`config.mk`:
```
export PLATFORM = sky130hd
export DESIGN_NAME = hs_deserializer_sync_align
export DESIGN_NICKNAME = d
export VERILOG_FILES = /design/src/rtl/hs_deserializer_sync_align.sv
export SDC_FILE = /design/constraint.sdc
export NUM_CORES = 1
export LEC_CHECK = 0
export ABC_AREA = 1
export BUFFER_PORTS_ARGS = -buffer_cell sky130_fd_sc_hd__buf_2
export CAP_MARGIN = 20
export CORE_MARGIN = 5
export CORE_UTILIZATION = 45
export CTS_BUF_LIST = sky130_fd_sc_hd__clkbuf_4 sky130_fd_sc_hd__clkbuf_8
export CTS_CLUSTER_SIZE = 30
export DETAILED_ROUTE_END_ITERATION = 7
export PLACE_DENSITY_LB_ADDON = 0.12
export SYNTH_ARGS = -nofsm -noshare
export SYNTH_HDL_FRONTEND = slang
export SYNTH_SLANG_ARGS = --single-unit
```
`constraint.sdc`:
```
create_clock -name RxSymClkHS -period 1.4 [get_ports RxSymClkHS]
set_input_delay 0.14 -clock RxSymClkHS [delete_from_list [all_inputs] [get_ports RxSymClkHS]]
set_output_delay 0.14 -clock RxSymClkHS [all_outputs]
set_load 0.01 [all_outputs]
```
`src/rtl/hs_deserializer_sync_align.sv`:
```
// C-PHY HS lane deserializer: collects {flip,rotation,polarity} symbols into SYM_PER_WORD-wide
// words, optionally hunting for the sync word to establish word alignment first.
module hs_deserializer_sync_align #(
    parameter int                      SYM_PER_WORD = 7,
    parameter int                      ALIGN_EN     = 1,
    parameter logic [SYM_PER_WORD-1:0] SYNC_FLIP    = 7'b0111110,
    parameter logic [SYM_PER_WORD-1:0] SYNC_ROT     = 7'b1000001,
    parameter logic [SYM_PER_WORD-1:0] SYNC_POL     = 7'b1000001
) (
    input  logic                    RxSymClkHS,
    input  logic                    RstN,
    input  logic [2:0]              SerSym,
    input  logic                    SymValid,
    input  logic                    HSDeserEn,
    output logic [SYM_PER_WORD-1:0] RxFlip,
    output logic [SYM_PER_WORD-1:0] RxRotation,
    output logic [SYM_PER_WORD-1:0] RxPolarity,
    output logic                    WordValid,
    output logic                    SyncDet,
    output logic                    Locked
);

    localparam int             CW   = $clog2(SYM_PER_WORD);
    localparam logic [CW-1:0]  LAST = CW'(SYM_PER_WORD - 1);

    typedef enum logic [1:0] {IDLE, HUNT, LOCKED} state_t;

    state_t                  state_q;
    logic [CW-1:0]           cnt_q;
    logic [SYM_PER_WORD-1:0] win_flip_q, win_rot_q, win_pol_q;
    logic [SYM_PER_WORD-1:0] win_flip_d, win_rot_d, win_pol_d;
    logic [SYM_PER_WORD-1:0] rx_flip_q, rx_rot_q, rx_pol_q;
    logic                    word_valid_q, sync_det_q;
    logic                    accept;
    logic                    sync_match;

    assign accept = HSDeserEn & SymValid;

    // Newest symbol enters at the MSB so bit0 ends up holding the first received symbol.
    assign win_flip_d = {SerSym[2], win_flip_q[SYM_PER_WORD-1:1]};
    assign win_rot_d  = {SerSym[1], win_rot_q[SYM_PER_WORD-1:1]};
    assign win_pol_d  = {SerSym[0], win_pol_q[SYM_PER_WORD-1:1]};

    assign sync_match = (win_flip_d == SYNC_FLIP) && (win_rot_d == SYNC_ROT) &&
                        (win_pol_d == SYNC_POL);

    always_ff @(posedge RxSymClkHS) begin
        if (!RstN) begin
            state_q      <= IDLE;
            cnt_q        <= '0;
            win_flip_q   <= '0;
            win_rot_q    <= '0;
            win_pol_q    <= '0;
            rx_flip_q    <= '0;
            rx_rot_q     <= '0;
            rx_pol_q     <= '0;
            word_valid_q <= 1'b0;
            sync_det_q   <= 1'b0;
        end else begin
            word_valid_q <= 1'b0;
            sync_det_q   <= 1'b0;
            if (!HSDeserEn) begin
                state_q    <= IDLE;
                cnt_q      <= '0;
                win_flip_q <= '0;
                win_rot_q  <= '0;
                win_pol_q  <= '0;
            end else begin
                case (state_q)
                    IDLE: begin
                        state_q    <= (ALIGN_EN != 0) ? HUNT : LOCKED;
                        cnt_q      <= '0;
                        win_flip_q <= '0;
                        win_rot_q  <= '0;
                        win_pol_q  <= '0;
                    end
                    HUNT: begin
                        if (accept) begin
                            win_flip_q <= win_flip_d;
                            win_rot_q  <= win_rot_d;
                            win_pol_q  <= win_pol_d;
                            if (sync_match) begin
                                state_q    <= LOCKED;
                                cnt_q      <= '0;
                                sync_det_q <= 1'b1;
                            end
                        end
                    end
                    LOCKED: begin
                        // Once aligned, a sync pattern in the stream is ordinary data.
                        if (accept) begin
                            win_flip_q <= win_flip_d;
                            win_rot_q  <= win_rot_d;
                            win_pol_q  <= win_pol_d;
                            if (cnt_q == LAST) begin
                                rx_flip_q    <= win_flip_d;
                                rx_rot_q     <= win_rot_d;
                                rx_pol_q     <= win_pol_d;
                                word_valid_q <= 1'b1;
                                cnt_q        <= '0;
                            end else begin
                                cnt_q <= cnt_q + 1'b1;
                            end
                        end
                    end
                    default: state_q <= IDLE;
                endcase
            end
        end
    end

    assign RxFlip     = rx_flip_q;
    assign RxRotation = rx_rot_q;
    assign RxPolarity = rx_pol_q;
    assign WordValid  = word_valid_q;
    assign SyncDet    = sync_det_q;
    assign Locked     = (state_q == LOCKED);

endmodule
```
==> flow_metrics.tcl, run 1 <==
set metrics [dict create \
    outcome "finished clean" \
    antenna_cells 0 \
    drc_errors 0 \
    die_area_um2 6130 \
    p_leak_nw 1.01 \
    portBuffers 30 \
    critPathLaunchType "register" \
    ys_ff_latch 46 \
    io_pins 31 \
    crit_required_ns 1.64 \
    coreArea_um2 4440 \
    clockRootBuffer "clkbuf_8" \
    dp_hpwl_um 2880 \
    hold_class "input port to register" \
    synth_top_area_frac 0.438 \
    numCtsBuffers 5 \
    start_util 0.473 \
    synthesis.nets 278 \
    worstMarginPinSlew_ns 0.316 \
    post-route-min-period_ns 1.35 \
    dp.cells 349 \
    fillCellCount 430 \
    max_clock_freq_mhz 740 \
    die_x_um 78.3 \
    drtAntennaViolNets 0 \
    grt_pass1_vias 1633 \
    syn2layout_area_growth_pct 21.5 \
    grt_overflow 0 \
    drv_slew 0 \
    instances_no_fill 358 \
    drt_iter0_markers 74 \
    fin_nets 317 \
    yosysWarningCount 0 \
    cts.hold.buffers_added 0 \
    routedWlPerCell_um 11.1 \
    htreeDepth 2 \
    ff_latch_area_um2 927 \
    setup_viol 0 \
    synthTopCellsByCount "66 x inv_1, 46 x dfxtp_1, 25 x nor2_1" \
    cts_buffer_depth 2 \
    arrival_ns 1.59 \
    drive_gt1_frac 0.314 \
    final_util 0.574 \
    finalWorstSetupSlack_ns 0.0489 \
    avgViaCountPerCell 4.64 \
    ys_top_cells_by_area "dfxtp_1 44%, inv_1 12%, a21oi_2 7.9%, o22ai_1 4.8%, nor2_1 4.5%" \
    finalClockSkew_ns 0.00666 \
    netlist_area_um2 2100 \
    clk_pin_slew_ns 0.09 \
    die_h_um 78.3 \
    synth_seq_area_share 0.438 \
    r2r_start "state_q[1]" \
    synth_top_area_cell "dfxtp_1" \
    gp_congestion 0.791 \
    cp_max_fo 18 \
    synthCells 266 \
    cp-end-kind "register" \
    peakVddDrop_uv 434 \
    wl_um 3960 \
    worstSetupStartpoint "state_q[1]" \
    routed-via-count 1661 \
    grt_pass1_wl_um 7250 \
    cts.sinks 46 \
    power_density_nw_per_um2 997 \
    core.rowCount 24 \
    finalHoldViolCount 0 \
    max_cap_viol_count 0 \
    endpoint "win_pol_q[6]" \
    track_usage 0.146 \
    crit-reg2reg-capture "win_pol_q[6]" \
    r2r_cells 7 \
    clk-insertion-delay-late_ns 0.30 \
    drtPass1Iterations 6 \
    async_reset_ff_frac 0 \
    critPathKind "register to register" \
    cts_tree "done" \
    rsz0062_at_grt "true" \
    grt_antenna_before_repair 0 \
    syn_area_per_cell_um2 7.90 \
    yosysMostFrequentCell "inv_1" \
    multi_input_area_um2 912 \
    synth_cell_types 26 \
    power.total_mw 2.54 \
    r2r_slack_ns 0.05 \
    relSlewSlack 0.789 \
    grt_max_degree 26 \
    synthFlopType "dfxtp_1" \
    synth-edff-count 0 \
    post-route-period-util 0.965 \
    preCtsSetupSlack_ns 0.0197 \
]
-- layout by cell type, fill, tap and decap left out, types with 3 or more instances in the layout --
cell,n
inv_1,64
dfxtp_1,43
buf_2,30
nor2_1,25
a21oi_2,22
nand2_1,20
o21ai_1,18
o22ai_1,13
nand3_1,8
buf_4,8
a21oi_1,7
nor2_2,5
clkbuf_8,5
nand2_4,3
o22ai_2,3
o21ai_0,3
ha_1,3
buf_12,3
-- registers in the layout, summed over array words and instances, names as in the netlist --
name / count
cnt_q: 3
WordValid: 1
state_q: 2
RxRotation: 7
SyncDet: 1
RxFlip: 7
win_rot_q: 6
RxPolarity: 7
win_flip_q: 6
win_pol_q: 6
-- metrics by stage --
stage / cell area (um^2) / hold slack (ns) / TNS, ns
after floorplan: 2120 / 0.278 / 0
after CTS: 2500 / 0.126 / 0
after detailed placement: 2380 / 0.431 / 0
final: 2550 / 0.132 / 0
after global placement: 2380 / 0.428 / 0
after global routing: 2550 / 0.146 / -0.00982
-- cells by family after synthesis --
group                      share of synthesized area
DFF                                            0.438
xor gates and xnor gates                     0.00834
adders and majority gates                     0.0298
and+or+nand+nor                                0.161
AOI/OAI and AO/OA                              0.205
buffers and inverters                          0.157
-- repair_timing --
action | 4_1_cts | 5_1_grt
setup endpoints to repair | 0 | 43
setup buffers | 0 | 2
gates resized for setup | 0 | 14
endpoints found under the hold margin | 0 | 0
-- critical path, stage by stage (launching register included) --
cell	delay [ns]
dfxtp_4	0.37
inv_2	0.05
ha_4	0.26
nand2_4	0.08
o21ai_4	0.06
buf_12	0.15
or2_1	0.22
a21oi_2	0.11
-- final cells by class --
class | count | area share
clock buffer | 5 | 0.0270
clock inverter | 3 | 0.0172
inverter | 67 | 0.0995
multi-input combinational | 143 | 0.357
sequential | 46 | 0.363
tap | 52 | 0.0255
timing repair buffer | 42 | 0.110
-- report_power, final --
part	internal, mW	switching [mW]
clock network	0.535	0.467
logic	0.0955	0.130
registers	1.31	0.00498
total	1.94	0.602
-- routing by layer --
| metal | global-route usage | wire (um) |
|---|---|---|
| met1 | 0.172 | 1930 |
| met2 | 0.255 | 1840 |
| met3 | 0.0389 | 133 |
| met4 | 0.0524 | 63 |
| met5 | 0 | 0 |
-- worst min path at each step --
stage                        from            end  slack (ns)  depth (start not counted)
finish                  SerSym[2]      RxFlip[6]        0.13                          3
floorplan                    RstN  RxPolarity[0]        0.28                          2
CTS                     SerSym[2]      RxFlip[6]        0.13                          3
global placement    RxPolarity[0]  RxPolarity[0]        0.43                          2
detailed placement  RxPolarity[2]  RxPolarity[2]        0.43                          2
global route                 RstN  RxRotation[6]        0.15                          3
Power figures use the tool's default switching activity.
==> run 2: changes to the inputs <==
--- a/config.mk
+++ b/config.mk
@@ -13,6 +13,7 @@
 export CTS_BUF_LIST = sky130_fd_sc_hd__clkbuf_4 sky130_fd_sc_hd__clkbuf_8
 export CTS_CLUSTER_SIZE = 30
 export DETAILED_ROUTE_END_ITERATION = 7
+export MAX_ROUTING_LAYER = met4
 export PLACE_DENSITY_LB_ADDON = 0.12
 export SYNTH_ARGS = -nofsm -noshare
 export SYNTH_HDL_FRONTEND = slang
==> flow_metrics.tcl, run 2 (synthesis gave the netlist of run 1 again) <==
set metrics [dict create \
    post-route-min-period_ns 1.35 \
    io_pins 31 \
    drtAntennaViolNets 0 \
    drt_iter0_markers 80 \
    grt_max_degree 26 \
    fin_nets 317 \
    drv_slew 0 \
    final_util 0.574 \
    drc_errors 0 \
    track_usage 0.150 \
    r2r_cells 7 \
    wl_um 3960 \
    arrival_ns 1.59 \
    crit_required_ns 1.64 \
    peakVddDrop_uv 434 \
    setup_viol 0 \
    max_cap_viol_count 0 \
    dp_hpwl_um 2880 \
    drive_gt1_frac 0.314 \
    finalWorstSetupSlack_ns 0.0489 \
    syn2layout_area_growth_pct 21.5 \
    htreeDepth 2 \
    cp_cell_sequence "inv_2, ha_4, nand2_4, o21ai_4, buf_12, or2_1, a21oi_2" \
    instances_no_fill 358 \
    r2r_slack_ns 0.05 \
    relSlewSlack 0.789 \
    cts.sinks 46 \
    post-route-period-util 0.965 \
    clk-insertion-delay-late_ns 0.30 \
    dp.cells 349 \
    cp_max_fo 18 \
    path_buf_inv 2 \
    clockRootBuffer "clkbuf_8" \
    start_util 0.473 \
    worstMarginPinSlew_ns 0.316 \
    critPathKind "register to register" \
    outcome "finished clean" \
    grt_overflow 0 \
    rsz0062_at_grt "true" \
    critPathMaxStageDelay_ns 0.37 \
    routed-via-count 1661 \
    hold_class "input port to register" \
    grt_pass1_wl_um 7250 \
    core.rowCount 24 \
    cp-end-kind "register" \
    die_h_um 78.3 \
    numCtsBuffers 5 \
    grt_antenna_before_repair 0 \
    most-common-layout-cells "64 x inv_1, 43 x dfxtp_1, 30 x buf_2" \
    gp_congestion 0.802 \
    crit-reg2reg-capture "win_pol_q[6]" \
    final_common_cell "inv_1" \
    coreArea_um2 4440 \
    portBuffers 30 \
    worstSetupStartpoint "state_q[1]" \
    preCtsSetupSlack_ns 0.0197 \
    finalClockSkew_ns 0.00666 \
    p_leak_nw 1.01 \
    finalHoldViolCount 0 \
    endpoint "win_pol_q[6]" \
    cts_buffer_depth 2 \
    cts.hold.buffers_added 0 \
    antenna_cells 0 \
    grt_pass1_vias 1634 \
    clk_pin_slew_ns 0.09 \
    die_area_um2 6130 \
    max_clock_freq_mhz 740 \
    slowest_stage "dfxtp_4" \
    critical_path.top_delay_family "flip-flops" \
    r2r_start "state_q[1]" \
    routedWlPerCell_um 11.1 \
    critPathLaunchType "register" \
    cp_num_cells 7 \
    power_density_nw_per_um2 997 \
    hold_ws_ns 0.132 \
    drtPass1Iterations 6 \
    cts_tree "done" \
    avgViaCountPerCell 4.64 \
    die_x_um 78.3 \
]
run 2: through the flow:
step                      instance area, um^2  TNS [ns]  power (mW)
final                                    2550         0        2.54
after global routing                     2550  -0.00982        2.66
after CTS                                2500         0        2.58
after detailed placement                 2380         0        1.57
after global placement                   2380         0        1.57
after floorplan                          2120         0        1.49
run 2: area by class of cell:
cell class              instances  area (um^2)
inverters                      67          254
repair buffers                 42          282
flip-flops and latches         46          927
clock inverters                 3         43.8
fillers                       430         1890
multi-input cells             143          912
clock buffers                   5         68.8
well taps                      52         65.1
run 2: worst min-delay path by stage:
stage          slack, ns     startpoint  depth (start not counted)            end
6_report            0.13      SerSym[2]                          3      RxFlip[6]
3_3_place_gp        0.43  RxPolarity[0]                          2  RxPolarity[0]
5_1_grt             0.15           RstN                          3  RxRotation[6]
3_5_place_dp        0.43  RxPolarity[2]                          2  RxPolarity[2]
4_1_cts             0.13      SerSym[2]                          3      RxFlip[6]
2_1_floorplan       0.28           RstN                          2  RxPolarity[0]
run 2: what timing repair did:
| action | in CTS | in global routing |
|---|---|---|
| resized for setup | 0 | 14 |
| buffers inserted | 0 | 2 |
| endpoints found under the setup margin | 0 | 43 |
run 2: tightest hold or removal path, stage by stage:
cell	delay, ns
buf_2	0.09
o21ai_1	0.08
a21oi_2	0.09
run 2: metal layers:
metal / GRT usage / part of all wire
met2: 0.255 / 0.46
met4: 0.0524 / 0.015
met3: 0.0389 / 0.034
met1: 0.172 / 0.49
met5: - / 0
run 2: where the power goes:
group,leakage [nW],total (mW),switching (mW),internal (mW)
registers,0.372,1.32,0.00498,1.31
logic,0.579,0.226,0.130,0.0955
clock network,0.0585,1.00,0.466,0.535
total,1.01,2.54,0.602,1.94
